===== config.mk =====
export PLATFORM = sky130hd
export DESIGN_NAME = ratio_stream_bridge
export DESIGN_NICKNAME = d
export VERILOG_FILES = /design/src/rtl/ratio_bridge_pkg.sv /design/src/rtl/stream_fifo.sv /design/src/rtl/ratio_stream_bridge.sv
export SDC_FILE = /design/constraint.sdc
export NUM_CORES = 1
export LEC_CHECK = 0
export ABC_AREA = 1
export CORE_ASPECT_RATIO = 1.75
export CORE_MARGIN = 10
export CORE_UTILIZATION = 45
export DETAILED_ROUTE_END_ITERATION = 16
export PLACE_DENSITY = 0.68
export SYNTH_ARGS = -nofsm -noshare
export SYNTH_HDL_FRONTEND = slang
export SYNTH_SLANG_ARGS = --single-unit

===== constraint.sdc =====
create_clock -name clk -period 2.6 [get_ports clk]
set_input_delay 0.39 -clock clk [delete_from_list [all_inputs] [get_ports clk]]
set_output_delay 0.39 -clock clk [all_outputs]
set_load 0.005 [all_outputs]

===== src/rtl/ratio_bridge_pkg.sv =====
// Shared width helpers for the full-rate to 1/RATIO-rate stream bridge.
package ratio_bridge_pkg;

    // Integer type used for every derived width in the bridge
    typedef int width_t;

    // Bits needed for a phase counter that runs 0..ratio-1
    function automatic width_t phase_w(input width_t ratio);
        return width_t'($clog2(ratio));
    endfunction

    // Bits needed to report 0..depth+1 held words (FIFO plus output register)
    function automatic width_t level_w(input width_t depth);
        return width_t'($clog2(depth + 2));
    endfunction

endpackage


===== src/rtl/stream_fifo.sv =====
// Small power-of-two FIFO with occupancy count.
// A push into a full FIFO is accepted only when a pop happens on the same edge.
module stream_fifo #(
    parameter int WIDTH = 32,
    parameter int DEPTH = 4
) (
    input  logic                         clk,
    input  logic                         reset_n,
    input  logic                         push,
    input  logic                         pop,
    input  logic [WIDTH-1:0]             wdata,
    output logic [WIDTH-1:0]             rdata,
    output logic                         full,
    output logic                         empty,
    output logic [$clog2(DEPTH+1)-1:0]   count
);
    localparam int PTR_W = $clog2(DEPTH);
    localparam int CNT_W = $clog2(DEPTH + 1);

    logic [WIDTH-1:0] mem [DEPTH];
    logic [PTR_W-1:0] wr_ptr;
    logic [PTR_W-1:0] rd_ptr;
    logic             wr_en;
    logic             rd_en;

    assign full  = (count == CNT_W'(DEPTH));
    assign empty = (count == '0);
    assign wr_en = push && (!full || pop);
    assign rd_en = pop && !empty;
    assign rdata = mem[rd_ptr];

    // Storage: data words carry no reset, only the pointers do
    always_ff @(posedge clk) begin
        if (wr_en) begin
            mem[wr_ptr] <= wdata;
        end
    end

    // Pointers wrap naturally because DEPTH is a power of two
    always_ff @(posedge clk or negedge reset_n) begin
        if (!reset_n) begin
            wr_ptr <= '0;
            rd_ptr <= '0;
            count  <= '0;
        end else begin
            if (wr_en) begin
                wr_ptr <= wr_ptr + PTR_W'(1);
            end
            if (rd_en) begin
                rd_ptr <= rd_ptr + PTR_W'(1);
            end
            if (wr_en && !rd_en) begin
                count <= count + CNT_W'(1);
            end else if (rd_en && !wr_en) begin
                count <= count - CNT_W'(1);
            end
        end
    end

endmodule


===== src/rtl/ratio_stream_bridge.sv =====
// Full-rate valid/ready stream in, 1/RATIO-rate stream out. Output beats only
// change on the last clk of a slow period (slow_ce) and are held otherwise.
module ratio_stream_bridge
    import ratio_bridge_pkg::*;
#(
    parameter int WIDTH = 32,
    parameter int RATIO = 2,
    parameter int DEPTH = 4
) (
    input  logic                        clk,
    input  logic                        reset_n,
    input  logic                        phase_sync,
    input  logic [WIDTH-1:0]            t0_data,
    input  logic                        t0_valid,
    output logic                        t0_ready,
    output logic [WIDTH-1:0]            i0_data,
    output logic                        i0_valid,
    input  logic                        i0_ready,
    output logic                        slow_ce,
    output logic [level_w(DEPTH)-1:0]   level
);
    localparam int PHASE_W = phase_w(RATIO);
    localparam int CNT_W   = $clog2(DEPTH + 1);
    localparam int LEVEL_W = level_w(DEPTH);
    localparam logic [PHASE_W-1:0] PHASE_LAST = PHASE_W'(RATIO - 1);

    logic [PHASE_W-1:0] phase;
    logic [PHASE_W-1:0] phase_nxt;
    logic               push;
    logic               take;
    logic               pop;
    logic [WIDTH-1:0]   fifo_rdata;
    logic               fifo_full;
    logic               fifo_empty;
    logic [CNT_W-1:0]   fifo_count;
    logic               full_nxt;

    assign push = t0_valid && t0_ready;
    // The output register may take a new word when its current beat leaves or it is idle
    assign take = slow_ce && (!i0_valid || i0_ready);
    assign pop  = take && !fifo_empty;

    // Full after this edge: already full with nothing leaving, or one slot left being filled
    assign full_nxt = (fifo_full && !pop) ||
                      (push && !pop && (fifo_count == CNT_W'(DEPTH - 1)));

    assign level = LEVEL_W'(fifo_count) + LEVEL_W'(i0_valid);

    stream_fifo #(
        .WIDTH (WIDTH),
        .DEPTH (DEPTH)
    ) u_fifo (
        .clk     (clk),
        .reset_n (reset_n),
        .push    (push),
        .pop     (pop),
        .wdata   (t0_data),
        .rdata   (fifo_rdata),
        .full    (fifo_full),
        .empty   (fifo_empty),
        .count   (fifo_count)
    );

    // Next phase: phase_sync restarts the slow period and takes priority over the wrap
    always_comb begin
        phase_nxt = phase + PHASE_W'(1);
        if (phase_sync || (phase == PHASE_LAST)) begin
            phase_nxt = '0;
        end
    end

    // Phase counter with slow_ce registered so it is high exactly while phase is last
    always_ff @(posedge clk or negedge reset_n) begin
        if (!reset_n) begin
            phase   <= '0;
            slow_ce <= 1'b0;
        end else begin
            phase   <= phase_nxt;
            slow_ce <= (phase_nxt == PHASE_LAST);
        end
    end

    // Input acceptance: registered ready so an accepted word always has a slot
    always_ff @(posedge clk or negedge reset_n) begin
        if (!reset_n) begin
            t0_ready <= 1'b0;
        end else begin
            t0_ready <= !full_nxt;
        end
    end

    // Output register: loads the FIFO head or bubbles, only on slow_ce edges
    always_ff @(posedge clk or negedge reset_n) begin
        if (!reset_n) begin
            i0_valid <= 1'b0;
            i0_data  <= '0;
        end else if (take) begin
            if (!fifo_empty) begin
                i0_valid <= 1'b1;
                i0_data  <= fifo_rdata;
            end else begin
                i0_valid <= 1'b0;
            end
        end
    end

endmodule


---- Word level (Yosys, flattened, before mapping) ----
Memory sizes are Yosys's and may differ from the RTL's. A register that Yosys moved wholly into a read port is not among the register bits.
Cells that the tools add are included.
operators by class
  equality and inequality tests ........... 2
  bitwise gates (word level) .............. 1
  mux-type cells .......................... 6
  reductions and logical operators ........ 25
  $add $sub $neg .......................... 6
operators by type and width
  cell                                                                 count
  1-bit logical AND                                                    10
  1-bit logical NOT                                                    8
  3-bit 2-to-1 mux                                                     2
  2-bit by 1-bit adder with 2-bit output (second input constant)       2
  1-bit logical OR                                                     4
  1-bit 2-to-1 mux                                                     4
  3-bit by 1-bit adder with 3-bit output                               1
  3-bit by 1-bit adder with 3-bit output (second input constant)       1
  3-bit by 2-bit == test with 1-bit output (second input constant)     1
  3-bit == test (second input constant)                                1
  3-bit logical NOT                                                    1
  3-bit by 1-bit subtractor with 3-bit output (second input constant)  1
  2-bit AND reduction                                                  1
  2-bit nonzero test                                                   1
  1-bit adder (second input constant)                                  1
  1-bit inverter                                                       1
word-level totals
  output and inout port bits .............. 38
  word-level logic and storage cells ...... 47
  register bits ........................... 10
  memories kept ........................... 1
  RAM bits ................................ 128
memory list
  memory      depth  width  rd ports  clocked after Yosys merged registers in  write ports  line               RTL
  u_fifo.mem  4      32     1         1                                        1            stream_fifo.sv:20  logic [WIDTH-1:0] mem [DEPTH];

---- Depth between registers and ports, before layout ----
Gate-level depths: netlist of run 1.
  depth after elaboration ................. 10
  gate-level depth with buffers ........... 13
  mapped depth without buffers ............ 13

---- Hierarchy ----
A second synthesis of run 1 with hierarchy kept.
second synthesis, totals
  cell total of the unflattened synthesis .. 568
  area total of the unflattened synthesis .. 6879.1 µm²
modules (own cells, without submodules)
  module               instances  area each (µm²)  cells an instance  sequential area each (µm²)
  stream_fifo          1          5357.6           404                4018.9
  ratio_stream_bridge  1          1521.5           164                875.8

---- Worst setup path before layout of run 1 ----
No wires, ideal clock.
  path type ............................... reg-to-reg
  from .................................... reg u_fifo.count[0]
  to ...................................... mem u_fifo.mem[0][0], enable pin
  library setup time ...................... 421 ps
  setup slack ............................. 13 ps
  stages on the path, launching flop included .. 7
  period minus slack after synthesis ...... 2587 ps
  buffers on the path ..................... 0
  data arrival time ....................... 2166 ps
  cells stage by stage .................... dfrtp_1 -> inv_1 -> nand2_1 -> nor2_1 -> nand2_1 -> nand2_1 -> nor2_1
between the ends
  longest elaborated chain between the ends .. 7
  elaborated cells between the ends (all ways) .. 9
  classes of those cells .................. 1 x eq/ne; 2 x mux; 6 x reduce/logical
ends and longest elaborated chain
  element                                   line                       RTL
  from (decl)                               stream_fifo.sv:15          output logic [$clog2(DEPTH+1)-1:0] count
  from (signal assigned)                    stream_fifo.sv:53          count <= count + CNT_W'(1);
  from (signal assigned)                    stream_fifo.sv:55          count <= count - CNT_W'(1);
  3-bit logical NOT                         stream_fifo.sv:27          assign empty = (count == '0);
  1-bit logical NOT                         ratio_stream_bridge.sv:41  assign pop = take && !fifo_empty;
  1-bit logical AND                         ratio_stream_bridge.sv:41
  1-bit logical OR *                        stream_fifo.sv:28          assign wr_en = push && (!full || pop);
  1-bit logical AND *                       stream_fifo.sv:28
  1-bit 2-to-1 mux *                        stream_fifo.sv:34          if (wr_en) begin
  1-bit 2-to-1 mux (implied by the code) *  stream_fifo.sv:35          mem[wr_ptr] <= wdata;
  to (decl)                                 stream_fifo.sv:20
Every way passes the cells marked *; elsewhere a longest branch is shown, timed or not.

---- Final worst setup path of run 1 ----
  from .................................... reg u_fifo.count[0]
  to ...................................... out level[2]
between the ends
  longest elaborated chain between the ends .. 1
ends and longest elaborated chain
  element                                 line                       RTL
  3-bit by 1-bit adder with 3-bit output  ratio_stream_bridge.sv:47  assign level = LEVEL_W'(fifo_count) + LEVEL_W'(i0_valid);
  to (decl)                               ratio_stream_bridge.sv:20  output logic [level_w(DEPTH)-1:0] level
No other way between the ends.

==> results of run 1 <==
[power by group through the flow]
stage	Combinational, mW	Sequential (mW)	Clock, mW
global route	3.59	4.12	2.65
finish	3.17	4.04	2.48
detailed placement	3.21	4.10	0
CTS	3.24	4.05	2.52
floorplan	1.92	4.00	0
global placement	3.12	4.06	0
[layer usage]
metal	vias to the layer above	GRT usage [%]	wire (um)
li1	2295	-	-
met1	2245	15.2	5790
met2	98	25.8	8220
met3	12	3.22	612
met4	0	5.57	210
met5	-	0	0
[final cells by class]
| cell class | count | area, um2 |
|---|---|---|
| clock buffer | 18 | 439 |
| clock inverter | 14 | 153 |
| fill | 1274 | 6710 |
| inverter | 81 | 304 |
| multi-input combinational | 400 | 1760 |
| sequential | 170 | 4900 |
| tap | 186 | 233 |
| timing repair buffer | 94 | 888 |
[Yosys cell counts, drive strengths merged]
cell type,instances
clkbuf,4
nor2,72
or2,32
edfxtp,128
xor2,2
fa,1
ha,7
buf,24
dfrtp,42
inv,81
xnor2,2
o21ai,3
nand2,244
nand3,37
[worst register-to-register path: cells and delay by family, from the launching register on]
family	cells	cell delay, ns
flops	1	0.46
fa+ha+maj	2	0.60
simple gates	5	0.47
compound gates	1	0.07
buf+inv	3	0.22
[through the flow]
step                      power [mW]  instances  setup WS, ns  instance area, um2  utilization (%)
after floorplan                 5.92        679        0.0128                7070                -
after global placement          7.17        930         0.342                8080             52.5
after detailed placement        7.31        930         0.289                8080             52.5
after CTS                       9.81        963         0.222                8680             56.4
after global routing            10.4        963         0.154                8680             56.4
final                           9.69        963         0.262                8680             56.4
[state kept, by name, indices dropped and copies added, names as in the netlist]
register,cells
u_fifo.wr_ptr,2
i0_data,32
t0_ready,1
u_fifo.count,3
i0_valid,1
u_fifo.mem,128
u_fifo.rd_ptr,2
phase,1
[path summary, 6_finish.rpt]
check / cells after the start / slack, ns / startpoint / endpoint
max: 4 / 0.26 / u_fifo.count[0] / level[2]
max reg2reg: 11 / 0.65 / u_fifo.count[0] / u_fifo.count[1]
max in group asynchronous: 3 / 1.32 / reset_n / u_fifo.rd_ptr[1]
min in group asynchronous: 2 / 0.52 / reset_n / i0_data[24]
min: 2 / 0.48 / i0_data[9] / i0_data[9]
min reg2reg: 2 / 0.48 / i0_data[9] / i0_data[9]
[cell families after synthesis]
group           synth area share [%]
simple gates                    22.2
flops                           69.2
buf+inv                         6.33
fa+ha+maj                       1.52
xor+xnor                       0.495
compound gates                 0.212
[placed cells by master (no fill, tap or decap), drive strengths merged]
cell | netlist | routed
xor2 | 2 | 2
edfxtp | 128 | 128
nor2 | 72 | 72
clkinv | 0 | 2
dlygate4sd3 | 0 | 1
dfrtp | 42 | 42
clkdlybuf4s50 | 0 | 73
fa | 1 | 1
clkinvlp | 0 | 3
clkbuf | 4 | 18
inv | 81 | 89
nand2 | 244 | 244
or2 | 32 | 32
nand3 | 37 | 37
o21ai | 3 | 3
bufinv | 0 | 1
buf | 24 | 20
ha | 7 | 7
xnor2 | 2 | 2
[timing repair]
| item | in CTS | in global routing |
|---|---|---|
| hold buffers | 1 | 0 |
| hold endpoints to repair | 20 | 0 |
| setup endpoints to repair | 0 | 0 |
==> impl_metrics.prom, run 1 <==
# TYPE chip_impl_metric gauge
chip_impl_info{name="run_status",value="complete, no violations"} 1
chip_impl_info{name="cts.root.buffer_cell",value="sky130_fd_sc_hd__clkbuf_16"} 1
chip_impl_metric{name="synth.net_count",unit=""} 724
chip_impl_metric{name="core_region_area",unit="um2"} 15400
chip_impl_metric{name="clock.fmax",unit="MHz"} 428
chip_impl_metric{name="slew-limit-headroom",unit="%"} 50.7
chip_impl_metric{name="worst-endpoint-required",unit="ns"} 2.21
chip_impl_metric{name="groute.usage.overall",unit="%"} 14.2
chip_impl_metric{name="synthesized_area_divided_by_synthesized_cell_count",unit="um2"} 10.4
chip_impl_metric{name="drt-vias-per-instance",unit=""} 4.83
chip_impl_info{name="cts_tree",value="yes"} 1
chip_impl_metric{name="dieArea",unit="um2"} 21300
chip_impl_metric{name="die_height",unit="um"} 186
chip_impl_metric{name="fp.dieW",unit="um"} 115
chip_impl_metric{name="wire_length_of_the_first_global_routing_pass",unit="um"} 23400
chip_impl_metric{name="worst_hold_slack",unit="ns"} 0.476
chip_impl_metric{name="post_cts_buffers",unit=""} 0
chip_impl_info{name="crit_top_cell",value="sky130_fd_sc_hd__ha_1"} 1
chip_impl_metric{name="top_ports",unit=""} 75
chip_impl_metric{name="power.switching_fraction",unit="%"} 33.7
chip_impl_metric{name="worstPathArrival",unit="ns"} 1.95
chip_impl_metric{name="detail-route-antenna-nets",unit=""} 0
chip_impl_metric{name="cts_clk_pin_slew_worst_paths",unit="ns"} 0.07
chip_impl_metric{name="syn-instance-count",unit=""} 679
chip_impl_info{name="cp_top_family",value="buffers and inverters"} 1
chip_impl_metric{name="final_min_period_over_clock_period",unit="%"} 89.9
chip_impl_info{name="synth.largest_area_cell",value="sky130_fd_sc_hd__edfxtp_1"} 1
chip_impl_metric{name="static-leakage-power",unit="nW"} 3.78
chip_impl_metric{name="finalWirelength",unit="um"} 14800
chip_impl_metric{name="layout_min_cycle_time",unit="ns"} 2.34
chip_impl_metric{name="cts_max_level",unit=""} 4
chip_impl_metric{name="num_vias",unit=""} 4650
chip_impl_metric{name="p_comb_share",unit="%"} 32.7
chip_impl_metric{name="first_iter_violations",unit=""} 254
chip_impl_metric{name="finalHoldViolations",unit=""} 0
chip_impl_metric{name="vdd_drop_max",unit="uV"} 594
chip_impl_metric{name="synth-seq-area-share",unit="%"} 69.2
chip_impl_info{name="timing.critical_path.cells",value="ha_1, ha_1, xor2_1, clkdlybuf4s50_1"} 1
chip_impl_info{name="ys_top_cells_by_area",value="sky130_fd_sc_hd__edfxtp_1, sky130_fd_sc_hd__dfrtp_1, sky130_fd_sc_hd__nand2_1"} 1
chip_impl_metric{name="timing.critical_path.slowest_cell_delay",unit="ns"} 0.52
chip_impl_metric{name="fraction_of_final_layout_cells_sized_beyond_drive_strength_1",unit="%"} 8.37
chip_impl_metric{name="initial_utilization",unit="%"} 46.0
chip_impl_metric{name="ctsLongestPathBuffers",unit=""} 2
chip_impl_metric{name="detailedRoute.firstPassIterationCount",unit=""} 4
chip_impl_metric{name="cts_inserted_buffers",unit=""} 17
chip_impl_info{name="crit_path_end_kind",value="primary output"} 1
chip_impl_metric{name="cts.repair.resized",unit=""} 0
chip_impl_metric{name="portion_of_total_power_attributed_to_sequential_cells",unit="%"} 41.7
chip_impl_metric{name="syn_area",unit="um2"} 7070
chip_impl_metric{name="finalMaxSlewViolations",unit=""} 0
chip_impl_metric{name="area_growth_syn_to_layout",unit="%"} 22.7
chip_impl_metric{name="number_of_global_route_vias_before_repair",unit=""} 4714
chip_impl_metric{name="antenna_found_initial",unit=""} 0
chip_impl_info{name="unrepaired_setup_endpoints_after_global_routing",value="false"} 1
chip_impl_metric{name="p_per_area",unit="nW/um2"} 1120
chip_impl_metric{name="finish.net_count",unit=""} 809
chip_impl_metric{name="setup-tns-final",unit="ns"} 0
chip_impl_info{name="min-delay-path-class",value="reg -> reg"} 1
chip_impl_metric{name="seq_cells_post_synth",unit=""} 170
chip_impl_metric{name="drc_violation_count_after_routing",unit=""} 0
chip_impl_metric{name="synth_top_area_share",unit="%"} 54.4
chip_impl_metric{name="numPortBuffers",unit=""} 74
chip_impl_metric{name="worst_skew",unit="ns"} 0.0120
chip_impl_metric{name="clock-sinks",unit=""} 170
chip_impl_metric{name="antennaDiodeCount",unit=""} 0
chip_impl_metric{name="overflow",unit=""} 0
chip_impl_metric{name="worst_skew_pair.late_latency",unit="ns"} 0.42
chip_impl_metric{name="synthesis.yosys.warnings",unit=""} 0
chip_impl_metric{name="power.switching",unit="mW"} 3.26
chip_impl_metric{name="wl_per_cell",unit="um"} 15.4
chip_impl_info{name="setup.worst_path.class",value="reg -> out"} 1
chip_impl_metric{name="placer_congestion",unit=""} 0.749
chip_impl_metric{name="internal-power",unit="mW"} 6.42
chip_impl_metric{name="critPathBufInv",unit=""} 1
chip_impl_metric{name="setup_viol",unit=""} 0
chip_impl_metric{name="clockPowerShare",unit="%"} 25.6
chip_impl_metric{name="tightest_slew",unit="ns"} 0.740
chip_impl_metric{name="path_max_fanout",unit=""} 6
chip_impl_metric{name="cap_violations",unit=""} 0
chip_impl_metric{name="fp-row-count",unit=""} 60
chip_impl_metric{name="grt_start_max_net_pins",unit=""} 67
chip_impl_info{name="slowest_stage",value="sky130_fd_sc_hd__clkdlybuf4s50_1"} 1
chip_impl_metric{name="synth_cell_type_count",unit=""} 18
chip_impl_metric{name="hpwlAfterDp",unit="um"} 9810
chip_impl_info{name="timing.critical_path.from_type",value="register"} 1
(Power assumes the default switching activity.)
==> run 2, diff against run 1 <==
CAP_MARGIN = 10   (was unset)
==> results of run 2 <==
No change in the layout: final DEF, timing and power equal those of run 1.
==> run 3, diff against run 2 <==
ABC_CLOCK_PERIOD_IN_PS = 2600   (was unset)
==> results of run 3 <==
No change in the layout: final DEF, timing and power equal those of run 1.
